==> config.mk <==
export PLATFORM = sky130hd
export DESIGN_NAME = cpu_run_monitor
export DESIGN_NICKNAME = d
export VERILOG_FILES = /design/src/rtl/cpu_run_monitor.sv
export SDC_FILE = /design/constraint.sdc
export NUM_CORES = 1
export LEC_CHECK = 0
export CAP_MARGIN = 20
export CORE_UTILIZATION = 56
export DETAILED_ROUTE_END_ITERATION = 16
export GPL_ROUTABILITY_DRIVEN = 0
export PLACE_DENSITY_LB_ADDON = 0.2
export SYNTH_ARGS = -nofsm -noshare
export SYNTH_HDL_FRONTEND = slang
export SYNTH_SLANG_ARGS = --single-unit
==> constraint.sdc <==
create_clock -name clk -period 5 [get_ports clk]
set_input_delay 0.75 -clock clk [delete_from_list [all_inputs] [get_ports clk]]
set_output_delay 0.75 -clock clk [all_outputs]
set_load 0.02 [all_outputs]
==> src/rtl/cpu_run_monitor.sv <==
// Run monitor for a single-issue core: watches retirements, detects exit
// syscalls, self-loop halts and watchdog expiry, and reports run statistics.
module cpu_run_monitor #(
    parameter int MAX_CYCLES   = 1000,
    parameter int LOOP_LIMIT   = 4,
    parameter int DRAIN_CYCLES = 2
) (
    input  logic        clk,
    input  logic        reset,
    input  logic        retire,
    input  logic [31:0] pc,
    input  logic [31:0] instr,
    input  logic [31:0] v0,
    input  logic [31:0] a0,
    output logic        running,
    output logic        done,
    output logic        timeout,
    output logic [31:0] exit_code,
    output logic [31:0] halt_pc,
    output logic [31:0] cycle_count,
    output logic [31:0] instr_count
);

    typedef enum logic [2:0] {
        IDLE,
        RUN,
        DRAIN,
        DONE,
        TIMEOUT
    } state_t;

    state_t      state;
    logic [31:0] same_cnt;
    logic [31:0] last_pc;
    logic [31:0] drain_cnt;

    logic        active;
    logic        is_syscall;
    logic        exit_hit;
    logic        loop_hit;
    logic        wd_hit;
    logic [31:0] same_next;
    logic [31:0] cyc_next;
    logic        unused_instr_bits;

    // The first retire out of IDLE is handled exactly like a RUN retire.
    assign active     = (state == RUN) || (state == IDLE && retire);
    assign is_syscall = (instr[31:26] == 6'h00) && (instr[5:0] == 6'h0C);
    assign exit_hit   = active && retire && is_syscall &&
                        (v0 == 32'd10 || v0 == 32'd17);
    assign same_next  = (state == RUN && pc == last_pc) ? same_cnt + 32'd1
                                                        : 32'd0;
    assign loop_hit   = active && retire && (same_next == 32'(LOOP_LIMIT));
    assign cyc_next   = cycle_count + 32'd1;
    assign wd_hit     = active && (cyc_next == 32'(MAX_CYCLES));

    assign unused_instr_bits = ^instr[25:6];

    always_ff @(posedge clk) begin
        if (reset) begin
            state       <= IDLE;
            same_cnt    <= '0;
            last_pc     <= '0;
            drain_cnt   <= '0;
            running     <= 1'b0;
            done        <= 1'b0;
            timeout     <= 1'b0;
            exit_code   <= '0;
            halt_pc     <= '0;
            cycle_count <= '0;
            instr_count <= '0;
        end else begin
            case (state)
                IDLE, RUN: begin
                    if (active) begin
                        state       <= RUN;
                        running     <= 1'b1;
                        cycle_count <= cyc_next;
                        if (retire) begin
                            instr_count <= instr_count + 32'd1;
                            last_pc     <= pc;
                            same_cnt    <= same_next;
                        end
                        // A real halt beats a watchdog expiry in the same cycle.
                        if (exit_hit || loop_hit) begin
                            state     <= DRAIN;
                            drain_cnt <= '0;
                            halt_pc   <= pc;
                            if (exit_hit)
                                exit_code <= (v0 == 32'd10) ? 32'd0 : a0;
                            else
                                exit_code <= 32'hFFFF_FFFE;
                        end else if (wd_hit) begin
                            state     <= TIMEOUT;
                            running   <= 1'b0;
                            timeout   <= 1'b1;
                            exit_code <= 32'hFFFF_FFFF;
                            halt_pc   <= retire ? pc : last_pc;
                        end
                    end
                end
                DRAIN: begin
                    cycle_count <= cyc_next;
                    if (drain_cnt == 32'(DRAIN_CYCLES - 1)) begin
                        state   <= DONE;
                        running <= 1'b0;
                        done    <= 1'b1;
                    end else begin
                        drain_cnt <= drain_cnt + 32'd1;
                    end
                end
                default: ;
            endcase
        end
    end

endmodule

==> results of run 1 <==
power by group through the flow:
stage	Clock [mW]	Combinational [mW]	Sequential [mW]
after floorplan	0	0.139	1.91
after global placement	0	0.288	1.91
after detailed placement	0	0.292	1.91
after CTS	2.04	0.295	1.87
after global routing	2.12	0.321	1.88
final	2.01	0.298	1.87
final cells by class:
| type | instances | area, µm² |
|---|---|---|
| Multi-Input combinational cell | 1147 | 7000 |
| Antenna cell | 1 | 2.50 |
| Inverter | 26 | 97.6 |
| Timing Repair Buffer | 258 | 2570 |
| Clock buffer | 37 | 763 |
| Clock inverter | 9 | 145 |
| Tap cell | 275 | 344 |
| Fill cell | 1646 | 5630 |
| Sequential cell | 230 | 4600 |
cells in the mapped netlist (3+ instances only):
library cell  number
ha_1               5
o2111ai_1          3
a32oi_1            3
and2_1             7
buf_4              8
o21a_1            34
a211oi_1          29
nand2b_1           6
nor3b_1            6
clkbuf_2           4
dfxtp_1          230
a211o_1            4
nor4_1            22
nand3_1           72
and3_1            17
a311oi_1           4
nand4_1           64
xnor2_1           61
a2bb2oi_1          3
a31oi_1           17
nor4b_1           35
a211oi_2           6
clkbuf_1          64
nand3b_1           7
a21oi_1          131
a22oi_1           10
and4_1            16
or4_1             10
nor2b_1            6
o21ai_0           65
nor3_1            32
or3_1             43
nand2_1          180
nor2_1           115
buf_6              5
nor4_2             3
or2_2              5
xor2_1            40
buf_2             18
mux2i_1           38
inv_1             26
nand4b_1           5
o31ai_1            9
through the flow:
| step | instance area (µm²) | instances |
|---|---|---|
| 3_3_place_gp | 14600 | 1935 |
| 6_report | 15500 | 1983 |
| 4_1_cts | 15500 | 1981 |
| 5_1_grt | 15500 | 1983 |
| 3_5_place_dp | 14600 | 1935 |
| 2_1_floorplan | 12200 | 1504 |
cell families after synthesis:
logic type      after synthesis  synth area share [%]
simple gates                667                  29.3
xor+xnor                    101                  7.27
fa+ha+maj                     5                 0.514
buf+inv                     127                  4.73
mux                          39                  3.22
flops                       230                  37.8
compound gates              335                  17.1
sequential cells by signal, summed over array words and instances (netlist names):
signal       count
last_pc         32
same_cnt        32
cycle_count     32
timeout          1
instr_count     32
running          1
state            3
drain_cnt       32
done             1
halt_pc         32
exit_code       32
routing by layer:
layer | track usage, % | vias up | wire [µm]
met1 | 42.9 | 5807 | 15300
met5 | 0 | - | 0
met4 | 10.7 | 0 | 1050
met2 | 50.5 | 476 | 17100
li1 | - | 5851 | -
met3 | 4.50 | 89 | 2540
critical path, delay by kind of cell, from the launching register on:
kind            cells  cell delay [ns]
buf+inv             2             0.54
flops               1             0.51
simple gates        6             2.22
compound gates      2             0.31
path summary, 6_finish.rpt:
kind | startpoint | end | slack (ns)
min | exit_code[21] | exit_code[21] | 0.46
max | same_cnt[3] | halt_pc[0] | 1.33
min reg2reg | exit_code[21] | exit_code[21] | 0.46
max reg2reg | same_cnt[3] | halt_pc[0] | 1.33
==> run metrics, run 1 <==
sequential share of the synthesized area=37.8%; total number of vias=12200; final setup fails=0; WL final=35900 µm; syn_nets=1640; die width=149 µm; commonest non-fill, non-tap cell in the layout=clkdlybuf4s50_1; Placement Setup Slack=0.954 ns; Syn. warnings=0; Hold Crit Depth=1; Area contributors post-synth=dfxtp_1 (38%), nand2_1 (5.6%), a21oi_1 (5.4%), xnor2_1 (4.4%), nor2_1 (3.5%); pin count of the biggest net entering global routing=116; Reg power frac=44.8%; fmax=272 MHz; port bufs=241; Mean Syn Cell Area=8.09 µm²; Min Hold Slack=0.463 ns; worst endpoint required time=5.43 ns; Net Sw Power=926 µW; Worst setup SP type=flip-flop; Initial DRT Pass Iterations=6; die area=22300 µm²; crit path DAT=4.10 ns; clock root buffer=clkbuf_16; H-tree depth=1; total power=4.18 mW; GRT overflow=0; critical path type=flip-flop to flip-flop; Post-synth EDFFs=0; status=finished clean; total CTS buffers=26; max-slew violations=0; first-pass GRT wire length=57100 µm; 1st-iter DRT viols=1112; clk buf depth=3; Final Hold Viols=0; RSZ-0062 raised after global routing=false; CTS sink count=230; most frequent cells in the layout=clkdlybuf4s50_1 (239), dfxtp_1 (230), nand2_1 (180); WL/cell=18.1 µm; initial antenna violation count=1; CP dominant cell by count=nor3_1; relative slew slack=28.6%; LEAKAGE=5.33 nW; crit end category=flip-flop; Yosys reg bits=230; Mapped Area=12200 µm²; Worst path slowest cell=nor3_1; Ports=262; Area Overhead vs Synth=27.6%; VDD IR max=0.000315 V; final period utilization=73.4%; crit path cell chain=nand4_2, nor3_1, buf_4, and3_1, a31oi_1, nor3_1, and4_1, buf_12, nor4b_1, a211oi_1; share of cells above drive strength 1=5.21%; pwr dens=270 nW/µm²; ys flop type=dfxtp_1; vias per cell=6.16; Initial Utilization=57.5%; critical path's largest stage delay=0.79 ns; MaxCap Viol Count=0; CORE AREA=21200 µm²; clk_skew=0.0180 ns; Slew @ Worst Pin=1.07 ns; DRC violations left=0; TritonCTS clock tree=done; Async SR Flop Fraction=0%; gr usage total=31.4%; critical path fanouts, max=22; final core utilization=73.4%; Mapped Cells=1504; R2R cell count=10; Power Internal=3.26 mW; Clk pwr share=48.1%; ANT nets after route=0; setup TNS=0 ns; Distinct cells, synth=72; CTS hold repair buffers=0; Nets=1825; row count=53; area leader, netlist=dfxtp_1; chip height=149 µm; setup bufs post-CTS=0; post-CTS sizing=0; dpl hpwl=24800 µm; Comb power frac=7.1%; Hold Path Class=flip-flop to flip-flop; vias in the first global route=10900; Clock Pin Slew Worst Setup and Hold Paths=0.06 ns; Sw Ratio=22.1%; Yosys top cell area share=37.8%; clk_lat worst skew=0.53 ns; crit path time final=3.67 ns; post-route setup slack=1.33 ns
(Power assumes the default switching activity.)
==> run 2: changes to the inputs <==
- CORE_UTILIZATION: 56 -> 47
- clock period: 5 -> 3.15 ns (I/O delays scaled with it)
==> run metrics, run 2 (synthesis results as in run 1) <==
WL final=37100 µm; 1st-iter DRT viols=1259; H-tree depth=1; MaxCap Viol Count=0; share of cells above drive strength 1=9.58%; crit path DAT=3.41 ns; clk buf depth=3; Ports=262; ANT nets after route=0; setup TNS=0 ns; WL/cell=17.5 µm; clock root buffer=clkbuf_16; fmax=329 MHz; Hold Crit Depth=2; vias per cell=5.83; LEAKAGE=5.72 nW; cell family with most CP delay=simple AND/OR/NAND/NOR gates; port bufs=241; critical path fanouts, max=24; Initial DRT Pass Iterations=5; die width=163 µm; most frequent cells in the layout=clkdlybuf4s50_1 (239), dfxtp_1 (230), nand2_1 (179); Area Overhead vs Synth=33.3%; crit path cell chain=ha_1, and2_1, nand2_1, nor4b_1, mux2i_1, nand3_1, or4_4, nand3b_1, buf_4, a211oi_1; fin cells=2118; chip height=163 µm; R2R cell count=10; Final Hold Viols=0; met3 routed WL=2330 µm; pwr dens=407 nW/µm²; Nets=1904; relative slew slack=47.1%; status=finished clean; Clock Pin Slew Worst Setup and Hold Paths=0.06 ns; gr usage total=27.2%; TritonCTS clock tree=done; row count=58; total number of vias=12300; Max Used Layer=met5; CTS sink count=230; fillers=2186; max-slew violations=0; CORE AREA=25300 µm²; metal2 WL=17800 µm; critical path's largest stage delay=0.57 ns; commonest non-fill, non-tap cell in the layout=clkdlybuf4s50_1; initial antenna violation count=5; vias in the first global route=11200; stages on the worst setup path=10; CTS hold repair buffers=0; critical path type=flip-flop to flip-flop; total CTS buffers=27; Slew @ Worst Pin=0.793 ns; GRT overflow=0; clk_skew=0.0188 ns; Worst path slowest cell=or4_4; pin count of the biggest net entering global routing=133; final period utilization=96.4%; met1 WL=16100 µm; die area=26500 µm²; crit end category=flip-flop; Post-Place Cells=2067; first-pass GRT wire length=58800 µm; Initial Utilization=48.2%; clk_lat worst skew=0.54 ns; worst endpoint required time=3.53 ns; Hold Path Class=primary input to flip-flop; Buf+Inv Stages, Crit Path=1; Worst setup SP type=flip-flop; VDD IR max=0.000419 V; dpl hpwl=26500 µm; final setup fails=0; DRC violations left=0; crit path time final=3.04 ns
==> run 2: repair_timing <==
| action | 4_1_cts | 5_1_grt |
|---|---|---|
| gates resized for setup | 0 | 4 |
| endpoints found under the setup margin | 0 | 83 |
| buffers inserted | 0 | 2 |
| hold endpoints to repair | 0 | 0 |
==> run 2: cell type report <==
class,count,area (µm²),share of cell area (%)
clock buffers,35,746,4.60
repair buffers,336,3200,19.7
diodes,3,7.51,0.0463
inverters,26,97.6,0.602
flip-flops and latches,230,4600,28.4
clock inverters,11,136,0.841
multi-input cells,1147,7020,43.3
well taps,330,413,2.55
==> run 2: routing by layer <==
metal,up-vias,global-route usage (%)
met5,-,0
met4,4,8.79
met3,74,4.28
met2,403,44.1
met1,5849,36.7
li1,6009,-
==> run 2: final timing paths <==
path,start,slack (ns),endpoint
worst min register to register,done,0.46,done
worst min-delay path,reset,0.43,instr_count[28]
worst max register to register,cycle_count[1],0.11,halt_pc[14]
worst max-delay path,cycle_count[1],0.11,halt_pc[14]
==> run 2: report_power, final <==
part,switching (mW),internal (mW),leakage [nW]
logic,0.250,0.258,3.43
clock network,1.22,1.90,0.437
registers,0.0319,2.94,1.86
==> run 2: metrics by stage <==
stage,instance area (µm²),total power [mW],utilization (%),hold slack [ns],worst slack [ns]
finish,16200,6.60,64.2,0.431,0.114
global route,16200,6.83,64.2,0.429,-0.0188
CTS,16200,6.65,64.1,0.393,0.103
detailed placement,15300,3.54,60.6,0.449,-0.0980
global placement,15300,3.53,60.6,0.434,0.0202
floorplan,12200,3.26,-,0.451,0.120
==> run 2: worst register-to-register path, delay by kind of cell (launching register included) <==
| family | cells | cell delay [ns] |
|---|---|---|
| buffers and inverters | 1 | 0.30 |
| and+or+nand+nor | 6 | 1.55 |
| AOI/OAI and AO/OA | 1 | 0.14 |
| adders and majority gates | 1 | 0.20 |
| DFF | 1 | 0.42 |
| muxes | 1 | 0.29 |
